[src/rtl/c1541_gcr_decoder.sv]
// c1541_gcr_decoder: 1541 GCR track-stream decoder. Hunts sync marks, turns
// each 10-bit GCR group back into a byte, parses header and data blocks and
// writes data-block payload into the track buffer RAM.
// Ports:
//   clk32, reset_n        clock and synchronous active-low reset
//   mtr                   spindle motor on; low forces HUNT and blocks writes
//   bit_en, bit_in        serial GCR bit and its one-cycle valid strobe
//   track                 current head track
//   sync_n                low while inside a sync mark
//   sector                sector number from the last valid header
//   byte_addr, ram_di     RAM write address and data
//   ram_we                one-cycle RAM write strobe
//   sector_done, data_ok  end-of-data-block pulse and its verdict
//   hdr_err, gcr_err      header failure and invalid-code pulses
module c1541_gcr_decoder #(
    parameter int unsigned SYNC_BITS   = 10,
    parameter logic [7:0]  HDR_ID      = 8'h08,
    parameter logic [7:0]  DATA_ID     = 8'h07,
    parameter bit          CHECK_TRACK = 1'b1
) (
    input  logic       clk32,
    input  logic       reset_n,
    input  logic       mtr,
    input  logic       bit_en,
    input  logic       bit_in,
    input  logic [5:0] track,
    output logic       sync_n,
    output logic [4:0] sector,
    output logic [7:0] byte_addr,
    output logic [7:0] ram_di,
    output logic       ram_we,
    output logic       sector_done,
    output logic       data_ok,
    output logic       hdr_err,
    output logic       gcr_err
);

    localparam int OW = $clog2(SYNC_BITS + 1);

    typedef enum logic [1:0] {HUNT, ID, HEADER, DATA} state_t;

    state_t        state, state_nx;
    logic [OW-1:0] ones_cnt, ones_nx;
    logic [8:0]    shift;
    logic [3:0]    bit_cnt;
    logic [8:0]    byte_cnt;
    logic [7:0]    cks, xsum, sec_tmp, trk_tmp, hdr_trk;
    logic          bad, armed;

    logic       sync_start, sync_end, grp_done, code_bad, wr_ok, hdr_ok;
    logic [4:0] hi_dec, lo_dec;
    logic [9:0] group;
    logic [7:0] grp_byte;

    // Returns {valid, nibble}; invalid codes decode to nibble 0.
    function automatic logic [4:0] gcr_dec(input logic [4:0] c);
        case (c)
            5'b01010: gcr_dec = 5'h10;
            5'b01011: gcr_dec = 5'h11;
            5'b10010: gcr_dec = 5'h12;
            5'b10011: gcr_dec = 5'h13;
            5'b01110: gcr_dec = 5'h14;
            5'b01111: gcr_dec = 5'h15;
            5'b10110: gcr_dec = 5'h16;
            5'b10111: gcr_dec = 5'h17;
            5'b01001: gcr_dec = 5'h18;
            5'b11001: gcr_dec = 5'h19;
            5'b11010: gcr_dec = 5'h1A;
            5'b11011: gcr_dec = 5'h1B;
            5'b01101: gcr_dec = 5'h1C;
            5'b11101: gcr_dec = 5'h1D;
            5'b11110: gcr_dec = 5'h1E;
            5'b10101: gcr_dec = 5'h1F;
            default:  gcr_dec = 5'h00;
        endcase
    endfunction

    always_comb begin
        ones_nx = '0;
        if (bit_in)
            ones_nx = (ones_cnt == OW'(SYNC_BITS)) ? ones_cnt : ones_cnt + 1'b1;
        sync_start = bit_en && bit_in && (ones_cnt == OW'(SYNC_BITS - 1));
        // The 0 that ends a sync mark is already the MSB of the first group.
        sync_end   = bit_en && !bit_in && !sync_n;
        grp_done   = bit_en && mtr && sync_n && !sync_start &&
                     (state != HUNT) && (bit_cnt == 4'd9);
        group      = {shift, bit_in};
        hi_dec     = gcr_dec(group[9:5]);
        lo_dec     = gcr_dec(group[4:0]);
        grp_byte   = {hi_dec[3:0], lo_dec[3:0]};
        code_bad   = !hi_dec[4] || !lo_dec[4];
        wr_ok      = mtr && (!CHECK_TRACK || (hdr_trk == {2'b00, track}));
        hdr_ok     = ((xsum ^ grp_byte) == cks) && !bad && !code_bad;
    end

    always_comb begin
        state_nx = state;
        if (!mtr || sync_start) begin
            state_nx = HUNT;
        end else if (sync_end) begin
            state_nx = ID;
        end else if (grp_done) begin
            case (state)
                ID: begin
                    if (grp_byte == HDR_ID)
                        state_nx = HEADER;
                    else if (grp_byte == DATA_ID && armed)
                        state_nx = DATA;
                    else
                        state_nx = HUNT;
                end
                HEADER: if (byte_cnt == 9'd4) state_nx = HUNT;
                DATA:   if (byte_cnt == 9'd256) state_nx = HUNT;
                default: state_nx = HUNT;
            endcase
        end
    end

    always_ff @(posedge clk32) begin
        if (!reset_n)
            state <= HUNT;
        else
            state <= state_nx;
    end

    always_ff @(posedge clk32) begin
        if (!reset_n) begin
            ones_cnt    <= '0;
            shift       <= '0;
            bit_cnt     <= '0;
            byte_cnt    <= '0;
            cks         <= '0;
            xsum        <= '0;
            sec_tmp     <= '0;
            trk_tmp     <= '0;
            hdr_trk     <= '0;
            bad         <= 1'b0;
            armed       <= 1'b0;
            sync_n      <= 1'b1;
            sector      <= '0;
            byte_addr   <= '0;
            ram_di      <= '0;
            ram_we      <= 1'b0;
            sector_done <= 1'b0;
            data_ok     <= 1'b0;
            hdr_err     <= 1'b0;
            gcr_err     <= 1'b0;
        end else begin
            ram_we      <= 1'b0;
            sector_done <= 1'b0;
            data_ok     <= 1'b0;
            hdr_err     <= 1'b0;
            gcr_err     <= 1'b0;
            if (bit_en) begin
                ones_cnt <= ones_nx;
                shift    <= {shift[7:0], bit_in};
                if (sync_end)
                    bit_cnt <= 4'd1;
                else
                    bit_cnt <= (bit_cnt == 4'd9) ? 4'd0 : bit_cnt + 4'd1;
                if (sync_start) begin
                    sync_n <= 1'b0;
                end else if (sync_end) begin
                    sync_n <= 1'b1;
                    bad    <= 1'b0;
                end
            end
            // An aborted data block must not be followed by a second one.
            if ((!mtr || sync_start) && state == DATA)
                armed <= 1'b0;
            if (grp_done) begin
                if (code_bad) begin
                    gcr_err <= 1'b1;
                    bad     <= 1'b1;
                end
                case (state)
                    ID: begin
                        byte_cnt <= '0;
                        xsum     <= '0;
                    end
                    HEADER: begin
                        byte_cnt <= byte_cnt + 9'd1;
                        case (byte_cnt[2:0])
                            3'd0: cks <= grp_byte;
                            3'd1: begin
                                sec_tmp <= grp_byte;
                                xsum    <= xsum ^ grp_byte;
                            end
                            3'd2: begin
                                trk_tmp <= grp_byte;
                                xsum    <= xsum ^ grp_byte;
                            end
                            3'd3: xsum <= xsum ^ grp_byte;
                            default: begin
                                if (hdr_ok) begin
                                    sector  <= sec_tmp[4:0];
                                    hdr_trk <= trk_tmp;
                                    armed   <= 1'b1;
                                end else begin
                                    hdr_err <= 1'b1;
                                    armed   <= 1'b0;
                                end
                            end
                        endcase
                    end
                    DATA: begin
                        byte_cnt <= byte_cnt + 9'd1;
                        if (byte_cnt != 9'd256) begin
                            xsum      <= xsum ^ grp_byte;
                            ram_di    <= grp_byte;
                            byte_addr <= byte_cnt[7:0];
                            ram_we    <= wr_ok;
                        end else begin
                            sector_done <= 1'b1;
                            data_ok     <= (xsum == grp_byte) && !bad &&
                                           !code_bad && wr_ok;
                            armed       <= 1'b0;
                        end
                    end
                    default: ;
                endcase
            end
        end
    end

endmodule

[config.mk]
export PLATFORM = sky130hd
export DESIGN_NAME = c1541_gcr_decoder
export DESIGN_NICKNAME = d
export VERILOG_FILES = /design/src/rtl/c1541_gcr_decoder.sv
export SDC_FILE = /design/constraint.sdc
export NUM_CORES = 1
export LEC_CHECK = 0
export ABC_CLOCK_PERIOD_IN_PS = 2100
export BUFFER_PORTS_ARGS = -buffer_cell sky130_fd_sc_hd__buf_2
export CORE_MARGIN = 4
export CORE_UTILIZATION = 50
export CTS_CLUSTER_SIZE = 14
export DETAILED_ROUTE_END_ITERATION = 6
export GPL_ROUTABILITY_DRIVEN = 0
export GPL_TIMING_DRIVEN = 0
export PLACE_DENSITY = 0.77
export SKIP_LAST_GASP = 1
export SLEW_MARGIN = 20
export SYNTH_ARGS = -nofsm -noshare
export SYNTH_HDL_FRONTEND = slang
export SYNTH_SLANG_ARGS = --single-unit
[constraint.sdc]
create_clock -name clk32 -period 2.1 [get_ports clk32]
set_input_delay 0.21 -clock clk32 [delete_from_list [all_inputs] [get_ports clk32]]
set_output_delay 0.21 -clock clk32 [all_outputs]
set_load 0.02 [all_outputs]
==> impl_summary.log <==
[metrics] status: finished with violations
[metrics] violations in the final reports: setup timing
[metrics] remaining global-route overflow: 0
[metrics] Max transition margin: 0.5502
[metrics] actual slew at the worst max-slew pin: 0.6702 ns
[metrics] placed wire-length estimate: 8232 um
[metrics] hold slack final: 0.2054 ns
[metrics] I/O pin count: 38
[metrics] die boundary width: 107.7 um
[metrics] synthesized net count: 584
[metrics] power density of the placed cells: 525.5 nW/um^2
[metrics] final critical path time including I/O delays and setup: 2.256 ns
[metrics] Final Total Pwr: 0.003212 W
[metrics] final layout net count: 658
[metrics] arrival time of data at the critical path endpoint: 2.49 ns
[metrics] placed cell areas: 5344 sq um
[metrics] Clock H-tree levels: 3
[metrics] terminus of the critical flop-to-flop path: xsum[1]$_SDFFE_PN0P_
[metrics] Register-to-Register Path Depth: 9
[metrics] proportion of register bits with asynchronous set or reset after synthesis: 0
[metrics] number of DRC markers in iteration 0: 391
[metrics] r2r startpoint: bit_cnt[0]$_SDFFE_PN0P_
[metrics] Mean Syn Cell Area: 8.952 sq um
[metrics] maximum number of pins on one net before global-route repair: 17
[metrics] setup TNS: -6.934 ns
[metrics] floorplan die area: 11600 sq um
[metrics] maximum vdd drop: 363.6 uV
[metrics] area growth from synthesis to layout: 23.04%
[metrics] vias post-DR: 4360
[metrics] Worst Hold Path Cells: 3
[metrics] most instantiated library cell after synthesis: sky130_fd_sc_hd__dfxtp_1
[metrics] leading post-synthesis cells by instance count: sky130_fd_sc_hd__dfxtp_1, sky130_fd_sc_hd__nor2_1, sky130_fd_sc_hd__nand2_1, sky130_fd_sc_hd__mux2i_1, sky130_fd_sc_hd__clkbuf_1
[metrics] post-detailed-routing wire length: 12530 um
[metrics] # hold bufs at CTS: 0
[metrics] fraction of post-synthesis cell area in the top cell type by area: 0.3989
[metrics] EDFF count, synth: 0
[metrics] setup repair after global routing missed its margin: true
[metrics] summed area of non-filler cells in the final layout: 6113 sq um
[metrics] average wire length per cell after detail routing: 16.34 um
[metrics] top fanout value on the critical path: 8
[metrics] smallest setup slack after layout: -0.1557 ns
[metrics] Port Buffer Count: 35
[metrics] Critical-path top delay cell: sky130_fd_sc_hd__dfxtp_2
[metrics] summed instance area of the synthesized netlist: 4969 sq um
[metrics] final hold violations: 0
[metrics] Final Slew Violations: 0
[metrics] global-route usage over all layers: 0.2117
[metrics] CP delay by family, top: simple AND/OR/NAND/NOR gates
[metrics] CTS buffer count: 9
[metrics] Floorplan Core Area: 9729 sq um
[metrics] final cycle utilization of the critical path: 1.074
[metrics] most instantiated flip-flop cell in the synthesis netlist: sky130_fd_sc_hd__dfxtp_1
[metrics] clock sinks: 99
[metrics] count of state elements after synthesis: 99
[metrics] drt pass-1 iters: 7
[metrics] largest area contributor in the synthesized netlist: sky130_fd_sc_hd__dfxtp_1
[metrics] critical path launch point type: flop
[metrics] MaxCap Viol Count: 0
[metrics] cell-by-cell listing of the critical path: ha_4, and4b_4, o2111ai_4, or2_1, buf_6, nor3b_4, buf_4, o211a_1, nor3_1
[metrics] count of fill cells added during filler insertion: 770
[metrics] Crit path required time: 2.33 ns
[metrics] diodes inserted: 0
[metrics] hold crit path type: in2reg
[metrics] root buffer selected by CTS: sky130_fd_sc_hd__clkbuf_8
[metrics] WHS Endpoint: state[0]$_SDFFE_PP0P_
[metrics] Avg Vias per Cell: 5.684
[metrics] number of distinct library cells after synthesis: 67
[metrics] maximum count of clock buffers along a single path: 2
[metrics] via count of the first global-routing pass: 4091
[metrics] ANT nets after route: 0
[metrics] skew final: 0.008347 ns
[metrics] DIE HEIGHT: 107.7 um
[metrics] clock-pin transition on the worst setup and hold timing paths: 0.09 ns
[metrics] initial antenna violation count: 0
[metrics] f_max: 443.3 MHz
[metrics] initial standard-cell utilization of the core: 0.5107
[metrics] Warnings, synthesis: 0
[metrics] Critical Path Max Stage Delay: 0.38 ns
[metrics] Lkg Pwr: 2.470 nW
[metrics] Worst Path Buf+Inv: 2
[metrics] # rows: 36
[metrics] Synth area leaders: sky130_fd_sc_hd__dfxtp_1, sky130_fd_sc_hd__mux2i_1, sky130_fd_sc_hd__nor2_1
[metrics] Setup-failing EPs final: 69
[metrics] clock insertion delay at the later pin of the skew report: 0.37 ns
[metrics] critical path endpoint category: flop
[metrics] clock tree from TritonCTS: yes
[metrics] first-pass GRT wire length: 19680 um
[metrics] # DRC: 0
[metrics] gate count of the mapped netlist: 555
[metrics] startpoint of the lowest-slack hold path: mtr
[metrics] proportion of synthesized chip area in sequential cells: 0.3989
[metrics] share of post-route cells with drive strength above 1: 0.2492
[metrics] kind of critical path: reg2reg
[metrics] flop2flop setup slack: -0.16 ns
state kept, by name, indices dropped and copies added, names as in the netlist, 2 cells and up:
signal,flops
byte_cnt,9
shift,9
byte_addr,8
cks,8
hdr_trk,8
ram_di,8
trk_tmp,8
xsum,8
hi_dec,5
sec_tmp,5
sector,5
bit_cnt,4
ones_cnt,4
state,2
worst register-to-register path: cells and delay by family (launching register included):
family	cells	cell delay (ns)
adders and majority gates	1	0.14
AOI/OAI and AO/OA	2	0.37
and+or+nand+nor	4	0.91
DFF	1	0.38
buffers and inverters	2	0.32
layout by cell type (no fill, tap or decap), types with 4 or more instances in the layout:
master / instances
sky130_fd_sc_hd__a21oi_1: 16
sky130_fd_sc_hd__nor4_1: 4
sky130_fd_sc_hd__buf_8: 4
sky130_fd_sc_hd__nand2_1: 57
sky130_fd_sc_hd__a21o_1: 4
sky130_fd_sc_hd__buf_6: 12
sky130_fd_sc_hd__dfxtp_1: 88
sky130_fd_sc_hd__mux2i_1: 46
sky130_fd_sc_hd__nor2_1: 69
sky130_fd_sc_hd__nand4_1: 4
sky130_fd_sc_hd__a211oi_1: 13
sky130_fd_sc_hd__o21ai_1: 7
sky130_fd_sc_hd__inv_1: 15
sky130_fd_sc_hd__nor3_1: 9
sky130_fd_sc_hd__ha_1: 13
sky130_fd_sc_hd__mux2_2: 5
sky130_fd_sc_hd__clkbuf_8: 10
sky130_fd_sc_hd__a32o_1: 4
sky130_fd_sc_hd__and3_1: 4
sky130_fd_sc_hd__ha_4: 4
sky130_fd_sc_hd__dfxtp_2: 9
sky130_fd_sc_hd__o21ai_0: 7
sky130_fd_sc_hd__xor2_1: 15
sky130_fd_sc_hd__nand3_1: 17
sky130_fd_sc_hd__clkbuf_1: 14
sky130_fd_sc_hd__nor2b_1: 5
sky130_fd_sc_hd__buf_2: 36
sky130_fd_sc_hd__buf_4: 24
sky130_fd_sc_hd__xnor2_1: 17
sky130_fd_sc_hd__nor3b_1: 4
cell type report:
cell class	instances	area [sq um]	area share
buffer	28	216.5	0.03541
clock inverter	4	33.78	0.005526
sequential	99	2001	0.3273
multi-input combinational	404	3022	0.4943
timing repair buffer	67	451.7	0.07388
tap	133	166.4	0.02722
inverter	20	77.57	0.01269
clock buffer	12	145.1	0.02374
per-stage QoR:
stage / cells / util / worst slack, ns
6_report: 767 / 0.6283 / -0.1557
5_1_grt: 767 / 0.6283 / -0.2579
4_1_cts: 758 / 0.5958 / -0.1149
3_5_place_dp: 723 / 0.5493 / -0.4873
3_3_place_gp: 723 / 0.5493 / -0.4275
2_1_floorplan: 555 / - / -0.01238
cells by family (layout without fill, tap and decap cells):
kind of cell    after synthesis  after routing  synth area share
simple gates                218            218            0.2241
mux                          52             52            0.1060
buf+inv                      52            131           0.04659
fa+ha+maj                    18             18           0.04533
xor+xnor                     34             34           0.05993
compound gates               82             82            0.1191
flops                        99             99            0.3989
layer usage:
layer | track usage | up-vias | part of all wire
met3 | 0.03359 | 59 | 0.067
li1 | - | 2074 | -
met1 | 0.2747 | 2036 | 0.42
met4 | 0.1145 | 0 | 0.041
met2 | 0.3361 | 191 | 0.47
met5 | 0 | - | 0
report_power, final:
part	internal (W)	switching [W]
clock network	0.000474	0.000674
registers	0.00188	0.00000917
logic	0.0000644	0.000109
total	0.00242	0.000792
worst max-delay path by stage:
stage / start / depth (start not counted) / end / slack [ns]
after CTS: bit_cnt[1]$_SDFFE_PN0P_ / 10 / xsum[1]$_SDFFE_PN0P_ / -0.11
final: bit_cnt[0]$_SDFFE_PN0P_ / 9 / xsum[1]$_SDFFE_PN0P_ / -0.16
after detailed placement: bit_in / 9 / data_ok$_SDFF_PP0_ / -0.49
after global placement: bit_in / 9 / data_ok$_SDFF_PP0_ / -0.43
after floorplan: bit_cnt[0]$_SDFFE_PN0P_ / 8 / xsum[4]$_SDFFE_PN0P_ / -0.01
after global routing: bit_cnt[1]$_SDFFE_PN0P_ / 10 / cks[1]$_SDFFE_PN0P_ / -0.26
what timing repair did:
action                                  in CTS  in global routing
gates resized for setup                     38                 57
gates cloned                                 1                  0
pin swaps                                   11                 21
buffers inserted                            21                 10
endpoints found under the setup margin      72                 72
Power figures use the tool's default switching activity.
